## src/rtl/alu_pkg.sv

```systemverilog
// Shared constants and FSM state type for the ALU sweep sequencer slice.
package alu_pkg;

   localparam int DATA_W = 4;
   localparam int SEL_W  = 4;
   localparam int RES_W  = 6;

   typedef enum logic {
      IDLE = 1'b0,
      RUN  = 1'b1
   } seq_state_t;

endpackage

```

## src/rtl/alu_out_slot.sv

```systemverilog
// One-entry result register with valid/ready on its output side.
// A capture loads a new result, flush empties the slot, and a consumed
// result clears valid when nothing new is captured in the same cycle.
module alu_out_slot #(
   parameter int SEL_W = alu_pkg::SEL_W,
   parameter int RES_W = alu_pkg::RES_W
) (
   input  logic             clk,
   input  logic             rst_n,
   input  logic             flush,
   input  logic             capture,
   input  logic [SEL_W-1:0] cap_sel,
   input  logic [RES_W-1:0] cap_y,
   input  logic             cap_last,
   input  logic             out_ready,
   output logic             out_valid,
   output logic [SEL_W-1:0] out_sel,
   output logic [RES_W-1:0] out_y,
   output logic             out_last
);

   // Slot contents: flush wins, then a new capture, then a plain drain.
   always_ff @(posedge clk or negedge rst_n) begin
      if (!rst_n) begin
         out_valid <= 1'b0;
         out_sel   <= '0;
         out_y     <= '0;
         out_last  <= 1'b0;
      end else if (flush) begin
         out_valid <= 1'b0;
         out_last  <= 1'b0;
      end else if (capture) begin
         out_valid <= 1'b1;
         out_sel   <= cap_sel;
         out_y     <= cap_y;
         out_last  <= cap_last;
      end else if (out_valid && out_ready) begin
         out_valid <= 1'b0;
      end
   end

endmodule

```

## src/rtl/alu_sweep_sequencer.sv

```systemverilog
// Issue stage for the 4-bit ALU: takes one operand pair, then walks the
// opcode from SEL_FIRST to SEL_LAST one per cycle, forwarding every ALU
// result downstream. The ALU sits outside, between alu_* and alu_y.
module alu_sweep_sequencer #(
   parameter int DATA_W    = alu_pkg::DATA_W,
   parameter int SEL_W     = alu_pkg::SEL_W,
   parameter int RES_W     = alu_pkg::RES_W,
   parameter int SEL_FIRST = 0,
   parameter int SEL_LAST  = 15
) (
   input  logic              clk,
   input  logic              rst_n,
   input  logic              flush,
   input  logic              in_valid,
   output logic              in_ready,
   input  logic [DATA_W-1:0] in_a,
   input  logic [DATA_W-1:0] in_b,
   output logic [DATA_W-1:0] alu_a,
   output logic [DATA_W-1:0] alu_b,
   output logic [SEL_W-1:0]  alu_sel,
   input  logic [RES_W-1:0]  alu_y,
   output logic              out_valid,
   input  logic              out_ready,
   output logic [SEL_W-1:0]  out_sel,
   output logic [RES_W-1:0]  out_y,
   output logic              out_last,
   output logic              busy
);

   import alu_pkg::*;

   localparam logic [SEL_W-1:0] SEL_FIRST_V = SEL_W'(SEL_FIRST);
   localparam logic [SEL_W-1:0] SEL_LAST_V  = SEL_W'(SEL_LAST);

   // A sweep that runs backwards makes no sense; refuse to build it.
   generate
      if (SEL_FIRST > SEL_LAST) begin : g_bad_sel_range
         $error("alu_sweep_sequencer: SEL_FIRST must not exceed SEL_LAST");
      end
   endgenerate

   seq_state_t state;
   seq_state_t state_next;

   logic accept;
   logic slot_free;
   logic capture;
   logic at_last;

   assign in_ready  = (state == IDLE) && !flush;
   assign accept    = in_valid && in_ready;
   assign slot_free = !out_valid || out_ready;
   assign capture   = (state == RUN) && slot_free && !flush;
   assign at_last   = (alu_sel == SEL_LAST_V);
   assign busy      = (state == RUN);

   // State register for the IDLE/RUN sequencer.
   always_ff @(posedge clk or negedge rst_n) begin
      if (!rst_n) begin
         state <= IDLE;
      end else begin
         state <= state_next;
      end
   end

   // Next state: start on an accepted pair, stop once the last opcode's result is captured.
   always_comb begin
      state_next = state;
      case (state)
         IDLE: begin
            if (accept) begin
               state_next = RUN;
            end
         end
         RUN: begin
            if (capture && at_last) begin
               state_next = IDLE;
            end
         end
         default: state_next = IDLE;
      endcase
      if (flush) begin
         state_next = IDLE;
      end
   end

   // Operand latch and opcode counter; the counter only advances when a result is captured,
   // so a downstream stall freezes the ALU inputs and no opcode is skipped.
   always_ff @(posedge clk or negedge rst_n) begin
      if (!rst_n) begin
         alu_a   <= '0;
         alu_b   <= '0;
         alu_sel <= SEL_FIRST_V;
      end else if (flush) begin
         alu_sel <= SEL_FIRST_V;
      end else if (accept) begin
         alu_a   <= in_a;
         alu_b   <= in_b;
         alu_sel <= SEL_FIRST_V;
      end else if (capture && !at_last) begin
         alu_sel <= alu_sel + 1'b1;
      end
   end

   alu_out_slot #(
      .SEL_W (SEL_W),
      .RES_W (RES_W)
   ) u_out_slot (
      .clk       (clk),
      .rst_n     (rst_n),
      .flush     (flush),
      .capture   (capture),
      .cap_sel   (alu_sel),
      .cap_y     (alu_y),
      .cap_last  (at_last),
      .out_ready (out_ready),
      .out_valid (out_valid),
      .out_sel   (out_sel),
      .out_y     (out_y),
      .out_last  (out_last)
   );

endmodule
```

## config.mk

```make
export PLATFORM = sky130hd
export DESIGN_NAME = alu_sweep_sequencer
export DESIGN_NICKNAME = d
export VERILOG_FILES = /design/src/rtl/alu_pkg.sv /design/src/rtl/alu_out_slot.sv /design/src/rtl/alu_sweep_sequencer.sv
export SDC_FILE = /design/constraint.sdc
export NUM_CORES = 1
export LEC_CHECK = 0
export ABC_AREA = 1
export CAP_MARGIN = 25
export CORE_MARGIN = 3
export CORE_UTILIZATION = 41
export CTS_BUF_LIST = sky130_fd_sc_hd__clkbuf_4 sky130_fd_sc_hd__clkbuf_8 sky130_fd_sc_hd__clkbuf_16
export DETAILED_ROUTE_END_ITERATION = 12
export PLACE_DENSITY = 0.77
export SLEW_MARGIN = 30
export SYNTH_ARGS = -nofsm -noshare
export SYNTH_HDL_FRONTEND = slang
export SYNTH_SLANG_ARGS = --single-unit
```

## constraint.sdc

```tcl
create_clock -name clk -period 1.4 [get_ports clk]
set_input_delay 0.28 -clock clk [delete_from_list [all_inputs] [get_ports clk]]
set_output_delay 0.28 -clock clk [all_outputs]
set_load 0.03 [all_outputs]
```

==> impl_results.md <==
- Number of diodes: 0
- Simple-gate portion of the synthesized area: 30.61%
- Cell area after layout: 0.001618 mm2
- DP Area: 0.001598 mm2
- WL final: 2652 um
- Clock-pin slew on the worst setup and hold paths: 0.13 ns
- Relative slew slack: 78.87%
- Largest stage delay on the critical path: 0.40 ns
- # DRC: 0
- Routed vias: 1,029
- Clock skew: 0.002907 ns
- Post-layout net count: 205
- Cell Rows: 17
- Avg Cell Area, Syn: 8.637 um2
- Status: finished clean
- Initial antenna violation count: 0
- Die ar.: 0.003262 mm2
- Crit path kind: reg -> out
- Clk_lat worst skew: 0.31 ns
- Initial Util: 45.78%
- Unrepaired setup endpoints after global routing: false
- Hold-fix buffers, CTS: 0
- Core footprint: 0.002340 mm2
- Initial drt markers: 29
- Power density over the cells: 1153 mW/mm2
- Hold/Removal Path Class: in -> async
- Fin crit share: 96.78%
- Final hold vios: 0
- Syn Inst Count: 124
- Share of cells above drive strength 1: 20.11%
- CP max stage cell: dlygate4sd2_1
- Commonest non-fill, non-tap cells in the layout: 55 x nand2_1, 24 x dfrtp_1, 17 x clkdlybuf4s50_1
- IO buf count: 44
- Post-synthesis mux area share: 0%
- Die X-Extent: 57.11 um
- Worst r2r dst: alu_sel[2]$_DFFE_PN0P_
- Clk buf depth: 2
- Synth Warn #: 0
- Adder-cell share of the synthesized area: 1.168%
- Lkg Pwr: 0.0008837 uW
- Number of global-route vias before repair: 959
- GPL Wtd Cong: 0.7813
- Maximum VDD drop: 0.7802 mV
- Post-route ant nets: 0
- Worst path top cell family by delay: buffers and inverters
- Total of max-cap violations: 0
- Slew of the pin with the lowest slew margin: 0.3182 ns
- Syn_nets: 144
- Area delta synth->final: 51.05%
- P_int: 1178 uW
- Vias per cell: 4.854
- Depth of the CTS H-tree: 1
- Clock Sink Count: 25
- Number of iterations in the first detailed-routing pass: 6
- First-pass GRT wire length: 4326 um
- Top fanout value on the critical path: 2
- I/O pin cnt: 45
- CP Cell Sequence: dlygate4sd2_1
- Die height: 57.11 um
- Xor/xnor share of the synthesized area: 0%
- Worst r2r path cells: 6
- R2r startpoint: busy$_DFF_PN0_
- Setup crit start kind: flop
- CP endpoint kind: primary output
- Sequential share of power: 47.9%
- Synth cell types: 17
- Most common cell after layout, fill and taps aside: nand2_1
- Fmax: 0.7381 GHz
- Clk pwr share: 16.7%
- Logic pwr share: 35.4%
- Largest net degree at the start of global routing: 26
- #FFs+latches synth: 25
- Clock tree from TritonCTS: built
- Slew Limit Fails: 0
- FF-to-FF setup slack: 0.15 ns
- Share of the yosys chip area belonging to registers: 58.41%
- Avg WL per Cell: 12.51 um
- Clock Tree Root: clkbuf_4
- Switch Pwr: 687.9 uW
- Post-DP HPWL: 2033 um
- CP arrival: 1.07 ns
- WHS: 0.3082 ns
- Gr ovfl total: 0
- Number of CTS-inserted buffers: 3
- All-Layer GR Usage: 16.87%
- Synthesized cell area: 0.001071 mm2
- Minimum clock period: 1.355 ns
- Final setup violation count: 0
- Largest family of logic cells by synthesized area: simple AND/OR/NAND/NOR gates
- Net Sw Frac: 36.87%
- CP bufs+invs: 1
- CP Data Required Time: 1.12 ns
- Post-synthesis compound-gate area fraction: 4.089%
==> worst max-delay path by stage <==
stage                               startpoint  slack (ns)  depth (start not counted)                                end
2_1_floorplan                   busy$_DFF_PN0_        0.02                          5               alu_a[0]$_DFFE_PN0P_
3_5_place_dp                             flush       -0.07                          5             alu_sel[2]$_DFFE_PN0P_
6_report       u_out_slot.out_y[5]$_DFFE_PN0P_        0.05                          1                           out_y[5]
3_3_place_gp                             flush       -0.02                          6  u_out_slot.out_sel[2]$_DFFE_PN0P_
5_1_grt                   alu_b[1]$_DFFE_PN0P_      0.0004                          1                           alu_b[1]
4_1_cts                   alu_a[1]$_DFFE_PN0P_       0.005                          1                           alu_a[1]
==> synth_stat cells <==
cell | n | area share (%)
a21oi_1 | 1 | 0.47
a21oi_2 | 1 | 0.82
buf_2 | 1 | 0.47
buf_4 | 1 | 0.70
buf_6 | 1 | 1.1
dfrtp_1 | 25 | 58
ha_1 | 1 | 1.2
inv_1 | 9 | 3.2
inv_2 | 1 | 0.35
nand2_1 | 55 | 19
nand2_2 | 1 | 0.58
nand3_1 | 16 | 7.5
nand3_2 | 1 | 0.93
nand4_1 | 1 | 0.58
nor2_1 | 2 | 0.70
nor2_4 | 1 | 1.1
o21ai_0 | 6 | 2.8
==> power by group through the flow <==
stage	combinational, uW	clock (uW)	sequential [uW]
finish	660	312	894
global route	711	358	914
CTS	663	323	893
detailed placement	718	0	911
global placement	702	0	908
floorplan	153	0	1120
==> final cells by class <==
| cell class | count | area, um2 |
|---|---|---|
| multi-input cells | 86 | 384.1 |
| flip-flops and latches | 25 | 626.9 |
| repair buffers | 59 | 506.7 |
| fillers | 204 | 721.9 |
| well taps | 28 | 35.03 |
| clock inverters | 1 | 5.005 |
| clock buffers | 3 | 22.52 |
| inverters | 10 | 37.54 |
==> sequential cells by signal, indices dropped and copies added, names as in the netlist <==
| signal | count |
|---|---|
| u_out_slot.out_last | 1 |
| u_out_slot.out_y | 6 |
| alu_b | 4 |
| alu_a | 4 |
| u_out_slot.out_sel | 4 |
| alu_sel | 4 |
| u_out_slot.out_valid | 1 |
| busy | 1 |
==> repair_timing <==
| item | 4_1_cts | 5_1_grt |
|---|---|---|
| setup buffers | 2 | 2 |
| resized for setup | 27 | 29 |
| pin swaps | 0 | 1 |
| cloned | 0 | 0 |
| endpoints found under the setup margin | 24 | 22 |
==> cells by family after synthesis <==
group	count (synthesis)
AO/OA/AOI/OAI	8
flip-flops	25
buffers and inverters	13
adder cells (fa/ha/maj)	1
AND/OR/NAND/NOR	77
==> per-layer routing <==
metal | vias up | wire, um | track usage [%]
li1 | 509 | - | -
met1 | 473 | 1085 | 20.26
met2 | 45 | 1329 | 29.69
met3 | 2 | 223 | 4.977
met4 | 0 | 13 | 3.974
met5 | - | 0 | 0
==> stage by stage <==
step           total power (uW)  setup slack [ns]  TNS, ns  cells  utilization, %
5_1_grt                    1983         0.0004206        0    212           69.14
6_report                   1866           0.04508        0    212           69.14
2_1_floorplan              1274           0.01861        0    124               -
4_1_cts                    1879          0.004789        0    210           69.20
3_3_place_gp               1610          -0.02075  -0.1370    204           68.29
3_5_place_dp               1628          -0.07151  -0.4139    204           68.29
Note: power is estimated with default switching activity, not from simulation.
